[src/rtl/ifetch_unit_pkg.sv]
// Shared core constants for the fetch unit and the imem/dmem/regfile users.
package ifetch_unit_pkg;
    localparam int unsigned XLEN = 32;
    localparam logic [XLEN-1:0] PC_INC = 32'd4;
    localparam logic [XLEN-1:0] RESET_PC_DEFAULT = 32'h0000_0000;

    // Instruction addresses are always word aligned.
    function automatic logic [XLEN-1:0] word_align(input logic [XLEN-1:0] addr);
        return {addr[XLEN-1:2], 2'b00};
    endfunction
endpackage

[src/rtl/ifetch_unit.sv]
// Single-stage instruction fetch: pc register, registered output slot with
// valid/ready handshake, redirect handling and an accepted-instruction counter.
module ifetch_unit
    import ifetch_unit_pkg::*;
#(
    parameter logic [31:0] RESET_PC = RESET_PC_DEFAULT
) (
    input  logic        clk,
    input  logic        reset,
    output logic [31:0] iaddr,
    input  logic [31:0] idata,
    input  logic        redirect_valid,
    input  logic [31:0] redirect_pc,
    output logic        out_valid,
    input  logic        out_ready,
    output logic [31:0] out_instr,
    output logic [31:0] out_pc,
    output logic [31:0] fetch_count
);
    logic [XLEN-1:0] pc_q, pc_d;
    logic            out_valid_q, out_valid_d;
    logic [XLEN-1:0] out_instr_q, out_instr_d;
    logic [XLEN-1:0] out_pc_q, out_pc_d;
    logic [XLEN-1:0] fetch_count_q, fetch_count_d;
    logic            load;
    logic            xfer;

    assign load = !out_valid_q || out_ready;
    assign xfer = out_valid_q && out_ready;

    always_comb begin
        pc_d          = pc_q;
        out_valid_d   = out_valid_q;
        out_instr_d   = out_instr_q;
        out_pc_d      = out_pc_q;
        // A transfer still counts when a redirect squashes the next fetch.
        fetch_count_d = fetch_count_q + {31'd0, xfer};
        if (redirect_valid) begin
            pc_d        = word_align(redirect_pc);
            out_valid_d = 1'b0;
        end else if (load) begin
            out_instr_d = idata;
            out_pc_d    = pc_q;
            out_valid_d = 1'b1;
            pc_d        = pc_q + PC_INC;
        end
    end

    always_ff @(posedge clk) begin
        if (reset) begin
            pc_q          <= word_align(RESET_PC);
            out_valid_q   <= 1'b0;
            out_instr_q   <= '0;
            out_pc_q      <= '0;
            fetch_count_q <= '0;
        end else begin
            pc_q          <= pc_d;
            out_valid_q   <= out_valid_d;
            out_instr_q   <= out_instr_d;
            out_pc_q      <= out_pc_d;
            fetch_count_q <= fetch_count_d;
        end
    end

    assign iaddr       = pc_q;
    assign out_valid   = out_valid_q;
    assign out_instr   = out_instr_q;
    assign out_pc      = out_pc_q;
    assign fetch_count = fetch_count_q;
endmodule

[config.mk]
export PLATFORM = sky130hd
export DESIGN_NAME = ifetch_unit
export DESIGN_NICKNAME = d
export VERILOG_FILES = /design/src/rtl/ifetch_unit_pkg.sv /design/src/rtl/ifetch_unit.sv
export SDC_FILE = /design/constraint.sdc
export NUM_CORES = 1
export LEC_CHECK = 0
export ABC_AREA = 1
export CORE_UTILIZATION = 30
export CTS_CLUSTER_SIZE = 8
export DETAILED_ROUTE_END_ITERATION = 12
export PLACE_DENSITY = 0.61
export SLEW_MARGIN = 20
export SYNTH_ARGS = -nofsm -noshare
export SYNTH_HDL_FRONTEND = slang
export SYNTH_SLANG_ARGS = --single-unit
[constraint.sdc]
create_clock -name clk -period 2.86 [get_ports clk]
set_clock_uncertainty 0.05 [all_clocks]
set_input_delay 0.572 -clock clk [delete_from_list [all_inputs] [get_ports clk]]
set_output_delay 0.572 -clock clk [all_outputs]
set_load 0.05 [all_outputs]
==> flow_summary.json, run 1 <==
{
  "cp-end-kind": "output port",
  "cts-root-buf": "clkbuf_16",
  "clock_latency_ns": 0.41,
  "synth_seq_cells": 125,
  "drt-total-wl_um": 19390,
  "num-fill-cells": 2042,
  "drv_cap": 0,
  "vias": 6263,
  "pre_cts_slack_ns": 0.07551,
  "clk_pin_slew_ns": 0.06,
  "fp.dieW_um": 143.3,
  "critPathKind": "reg -> out",
  "synth_edf_count": 0,
  "num_rows": 51,
  "cp-start-kind": "flop",
  "avgRoutedWirePerCell_um": 14.67,
  "hp-class": "reg -> reg",
  "yosysUniqueCellTypes": 44,
  "slew_headroom_pct": 59.59,
  "stdcell_count": 1322,
  "finalPower_w": 0.004794,
  "htree_levels": 4,
  "tightest_slew_ns": 0.6061,
  "yosys-top-cells-count": "173 x nor2_1, 161 x nand2_1, 125 x dfxtp_1",
  "p_switching_w": 0.001416,
  "post_cts_resize_count": 0,
  "crit_chain": "clkdlybuf4s50_1",
  "drt_iter0_drc": 415,
  "status": "complete, no violations",
  "post_cts_buffers": 0,
  "cp.arrival_ns": 1.77,
  "viasPerCell": 4.738,
  "cp_slowest_cell": "clkdlybuf4s50_1",
  "grt_start_max_net_pins": 90,
  "postRouteAntennaNets": 0,
  "die_h_um": 143.3,
  "power.density_nw_per_um2": 551.0,
  "vdd.ir_drop.worst_mv": 0.4198,
  "drc": 0,
  "yosysTopAreaCellShare_pct": 41.81,
  "grt-ovfl-total": 0,
  "hpwlAfterDp_um": 13950,
  "grt_pass1_wl_um": 30580,
  "synth_cells": 860,
  "clkPwrFrac_pct": 41.5,
  "final_nets": 1119,
  "regArea_um2": 2502,
  "dr.pass1.iters": 4,
  "p_seq_share_pct": 39.8,
  "syn_area_um2": 5986,
  "area_delta_synth_final_pct": 45.36,
  "ctsHoldBuffers": 0,
  "synth.most_common_cell": "nor2_1",
  "drv_slew": 0,
  "path_delay_family": "buffers and inverters",
  "yosysSeqAreaShare_pct": 41.81,
  "grt_use_total_pct": 19.30,
  "n_antenna_cell": 0,
  "ys_warn_count": 0,
  "p_comb_share_pct": 18.6,
  "fin_ws_ns": 0.4713,
  "fmax_mhz": 418.6,
  "cts_sinks": 125,
  "period_needed_ns": 2.389,
  "leakagePower_nw": 3.400,
  "drive_gt1_share_pct": 7.285,
  "rsz0062_at_grt": "false",
  "crit_path_max_fanout": 7,
  "setup_viol": 0,
  "synth_flop_cell": "dfxtp_1",
  "final_hold_viol_count": 0,
  "grt_pass1_vias": 5874,
  "crit_buf_inv": 1,
  "routabilityCongestion": 0.9037,
  "multi_input_area_um2": 3014,
  "synthArstFlopShare_pct": 0,
  "power.internal_w": 0.003378,
  "dp_cells": 1293,
  "cts_made_buffers": 17,
  "portBuffers": 190,
  "fin_tns_setup_ns": 0,
  "num_io_pins": 197,
  "cts_tree": "yes",
  "antenna_found_initial": 0,
  "swShare_pct": 29.53,
  "cpPeakStageDelay_ns": 0.87,
  "yosysTopAreaCell": "dfxtp_1",
  "start_util_pct": 30.65,
  "dieArea_um2": 20520,
  "worstPathRequired_ns": 2.24,
  "syn_area_per_cell_um2": 6.960,
  "ys_top_cells_by_area": "dfxtp_1 42%, nor2_1 11%, nand2_1 10%",
  "clk_path_buf_depth": 2,
  "design.core.area_um2": 19530,
  "min_period_over_period_pct": 83.52
}
-- layout by cell type (no fill, tap or decap), types with 8 or more instances in the layout --
master	n
o21ai_0	66
dfxtp_1	125
clkbuf_16	17
buf_4	13
inv_1	72
nand3b_1	8
nor3_1	17
nor2_1	173
a22oi_1	10
nand4_1	12
nand3_1	52
nand2_1	161
a21oi_1	43
clkdlybuf4s50_1	189
-- per-layer routing --
layer  track usage [%]  vias to the layer above  part of all wire, %
li1                  -                     3180                    -
met1             24.96                     2871                   46
met2             30.76                      187                   46
met3             5.131                       25                  6.6
met4             6.887                        0                  1.7
met5                 0                        -                    0
-- through the flow --
step	area, µm²	hold slack, ns	util [%]
floorplan	5997	0.6312	-
global placement	8155	0.4002	41.77
detailed placement	8155	0.4022	41.77
CTS	8701	0.4089	44.56
global route	8701	0.4485	44.56
finish	8701	0.4064	44.56
-- final cells by class --
cell class / count / area share [%]
Timing Repair Buffer: 204 / 23.15
Clock inverter: 5 / 0.3883
Tap cell: 265 / 3.811
Inverter: 78 / 3.365
Sequential cell: 125 / 28.76
Clock buffer: 24 / 5.882
Multi-Input combinational cell: 621 / 34.64
-- power groups by stage --
stage	combinational, W	sequential, W	clock [W]
after floorplan	0.000233	0.00225	0
after global placement	0.000894	0.00194	0
after detailed placement	0.000896	0.00195	0
after global routing	0.000949	0.00192	0.00212
final	0.000893	0.00191	0.00199
after CTS	0.000899	0.00191	0.00204
-- flip-flops by register name, summed over array words and instances (netlist names) --
| signal | flops |
|---|---|
| fetch_count | 32 |
| iaddr | 30 |
| out_pc | 30 |
| out_valid | 1 |
| out_instr | 32 |
-- kinds of logic after synthesis --
| family | Yosys count | share of synthesized area [%] |
|---|---|---|
| XOR/XNOR | 6 | 0.8779 |
| AND/OR/NAND/NOR | 455 | 33.90 |
| flip-flops | 125 | 41.81 |
| adder cells (fa/ha/maj) | 4 | 0.8362 |
| AO/OA/AOI/OAI | 152 | 14.49 |
| buffers and inverters | 117 | 8.026 |
| other | 1 | 0.06265 |
-- path summary, 6_finish.rpt --
kind,from,endpoint,slack [ns],cells past startpoint
hold reg to reg,out_pc[9]$_SDFFE_PP0P_,out_pc[9]$_SDFFE_PP0P_,0.41,2
setup reg to reg,out_valid$_SDFFE_PP0N_,fetch_count[14]$_SDFF_PP0_,0.85,12
setup / recovery,iaddr[22]$_SDFFE_PP0P_,iaddr[22],0.47,1
hold / removal,out_pc[9]$_SDFFE_PP0P_,out_pc[9]$_SDFFE_PP0P_,0.41,2
Power figures use the tool's default switching activity.
==> run 2: changes to the inputs <==
Clock period 2.86 ns to 2.5 ns, I/O delays scaled along.
==> flow_summary.json, run 2 (synthesis results as in run 1) <==
{
  "status": "complete, no violations",
  "final_hold_viol_count": 0,
  "clock_latency_ns": 0.41,
  "drt_iter0_drc": 279,
  "cts-root-buf": "clkbuf_16",
  "rsz0062_at_grt": "false",
  "post_cts_buffers": 0,
  "cts_sinks": 125,
  "postRouteAntennaNets": 0,
  "cpPeakStageDelay_ns": 0.87,
  "cts_made_buffers": 17,
  "fp.dieW_um": 143.3,
  "drv_slew": 0,
  "vias": 6274,
  "period_needed_ns": 2.325,
  "htree_levels": 4,
  "routabilityCongestion": 0.8842,
  "crit_buf_inv": 1,
  "final_nets": 1128,
  "design.core.area_um2": 19530,
  "critPathKind": "reg -> out",
  "dieArea_um2": 20520,
  "layout_commonest_cell": "clkdlybuf4s50_1",
  "start_util_pct": 30.65,
  "tightest_slew_ns": 0.6087,
  "cp_slowest_cell": "clkdlybuf4s50_1",
  "worst-path-stages": 1,
  "pre_cts_slack_ns": -0.06659,
  "fmax_mhz": 430.1,
  "hp-class": "reg -> reg",
  "leakagePower_nw": 3.468,
  "clk_path_buf_depth": 2,
  "ctsHoldBuffers": 0,
  "num_rows": 51,
  "cp-start-kind": "flop",
  "die_h_um": 143.3,
  "hpwlAfterDp_um": 14110,
  "fin_tns_setup_ns": 0,
  "grt_start_max_net_pins": 78,
  "avgRoutedWirePerCell_um": 14.72,
  "portBuffers": 190,
  "grt-ovfl-total": 0,
  "min_period_over_period_pct": 93.01,
  "drc": 0,
  "drv_cap": 0,
  "fin_ws_ns": 0.1748,
  "cts_tree": "yes",
  "area_delta_synth_final_pct": 47.37,
  "vdd.ir_drop.worst_mv": 0.4958,
  "slew_headroom_pct": 59.42,
  "cp-end-kind": "output port",
  "drive_gt1_share_pct": 8.075,
  "hold_depth": 2,
  "grt_pass1_vias": 5861,
  "crit_chain": "clkdlybuf4s50_1",
  "cp.arrival_ns": 1.78,
  "crit_path_max_fanout": 6,
  "viasPerCell": 4.714,
  "num_io_pins": 197,
  "setup_viol": 0,
  "drt-total-wl_um": 19590,
  "antenna_found_initial": 0,
  "path_delay_family": "buffers and inverters",
  "ff2ff_path_depth": 12,
  "grt_pass1_wl_um": 30990,
  "clk_pin_slew_ns": 0.05,
  "dr.pass1.iters": 7,
  "worstPathRequired_ns": 1.95,
  "mostFrequentLayoutCells": "189 x clkdlybuf4s50_1, 173 x nor2_1, 161 x nand2_1",
  "power.density_nw_per_um2": 640.2,
  "post_cts_resize_count": 0,
  "grt_use_total_pct": 19.70,
  "num-fill-cells": 1993
}
[run 2: worst register-to-register path, stage by stage, from the launching register on]
cell and delay (ns):
dfxtp_1 0.36, nand2_1 0.06, inv_1 0.07, ha_1 0.16
ha_1 0.16, nand2_1 0.07, inv_1 0.08, nand3_1 0.10
inv_1 0.10, nand3b_1 0.15, nor2_2 0.23, a21oi_1 0.10
o21a_1 0.13
[run 2: where the power goes]
group	total [W]	switching, W	internal (W)
logic	0.00104	0.000667	0.000370
registers	0.00218	0.0000855	0.00210
clock network	0.00243	0.000881	0.00154
total	0.00565	0.00163	0.00401
[run 2: per-stage QoR]
step           power, W  area (µm²)  utilization (%)  hold slack [ns]  cells
3_3_place_gp   0.003261        8248            42.24           0.4017   1302
2_1_floorplan  0.002841        5997                -           0.5849    863
5_1_grt        0.005895        8818            45.16           0.4629   1330
4_1_cts        0.005705        8818            45.16           0.4122   1330
6_report       0.005647        8821            45.17           0.4107   1331
3_5_place_dp   0.003266        8248            42.24           0.4040   1302
[run 2: layout make-up]
cell class,count,area [µm²],area share (%)
Sequential cell,125,2502,28.37
Inverter,78,292.8,3.319
Antenna cell,1,2.502,0.02837
Tap cell,265,331.6,3.759
Clock inverter,7,90.09,1.021
Timing Repair Buffer,213,2107,23.89
Multi-Input combinational cell,621,3014,34.17
Clock buffer,21,480.5,5.447
[run 2: final timing paths]
kind                                        startpoint                    endpoint  slack, ns
worst max-delay path            iaddr[27]$_SDFFE_PP0P_                   iaddr[27]       0.17
worst min-delay path            out_pc[9]$_SDFFE_PP0P_      out_pc[9]$_SDFFE_PP0P_       0.41
worst max register to register  out_valid$_SDFFE_PP0N_  fetch_count[14]$_SDFF_PP0_       0.57
worst min register to register  out_pc[9]$_SDFFE_PP0P_      out_pc[9]$_SDFFE_PP0P_       0.41
[run 2: layer usage]
layer | global-route usage [%] | share of wire (%) | up-vias | wire (µm)
met1 | 26.14 | 46 | 2847 | 9034
li1 | - | - | 3197 | -
met2 | 30.42 | 45 | 209 | 8806
met4 | 5.991 | 1.9 | 0 | 363
met3 | 6.070 | 7.1 | 21 | 1388
met5 | 0 | 0 | - | 0
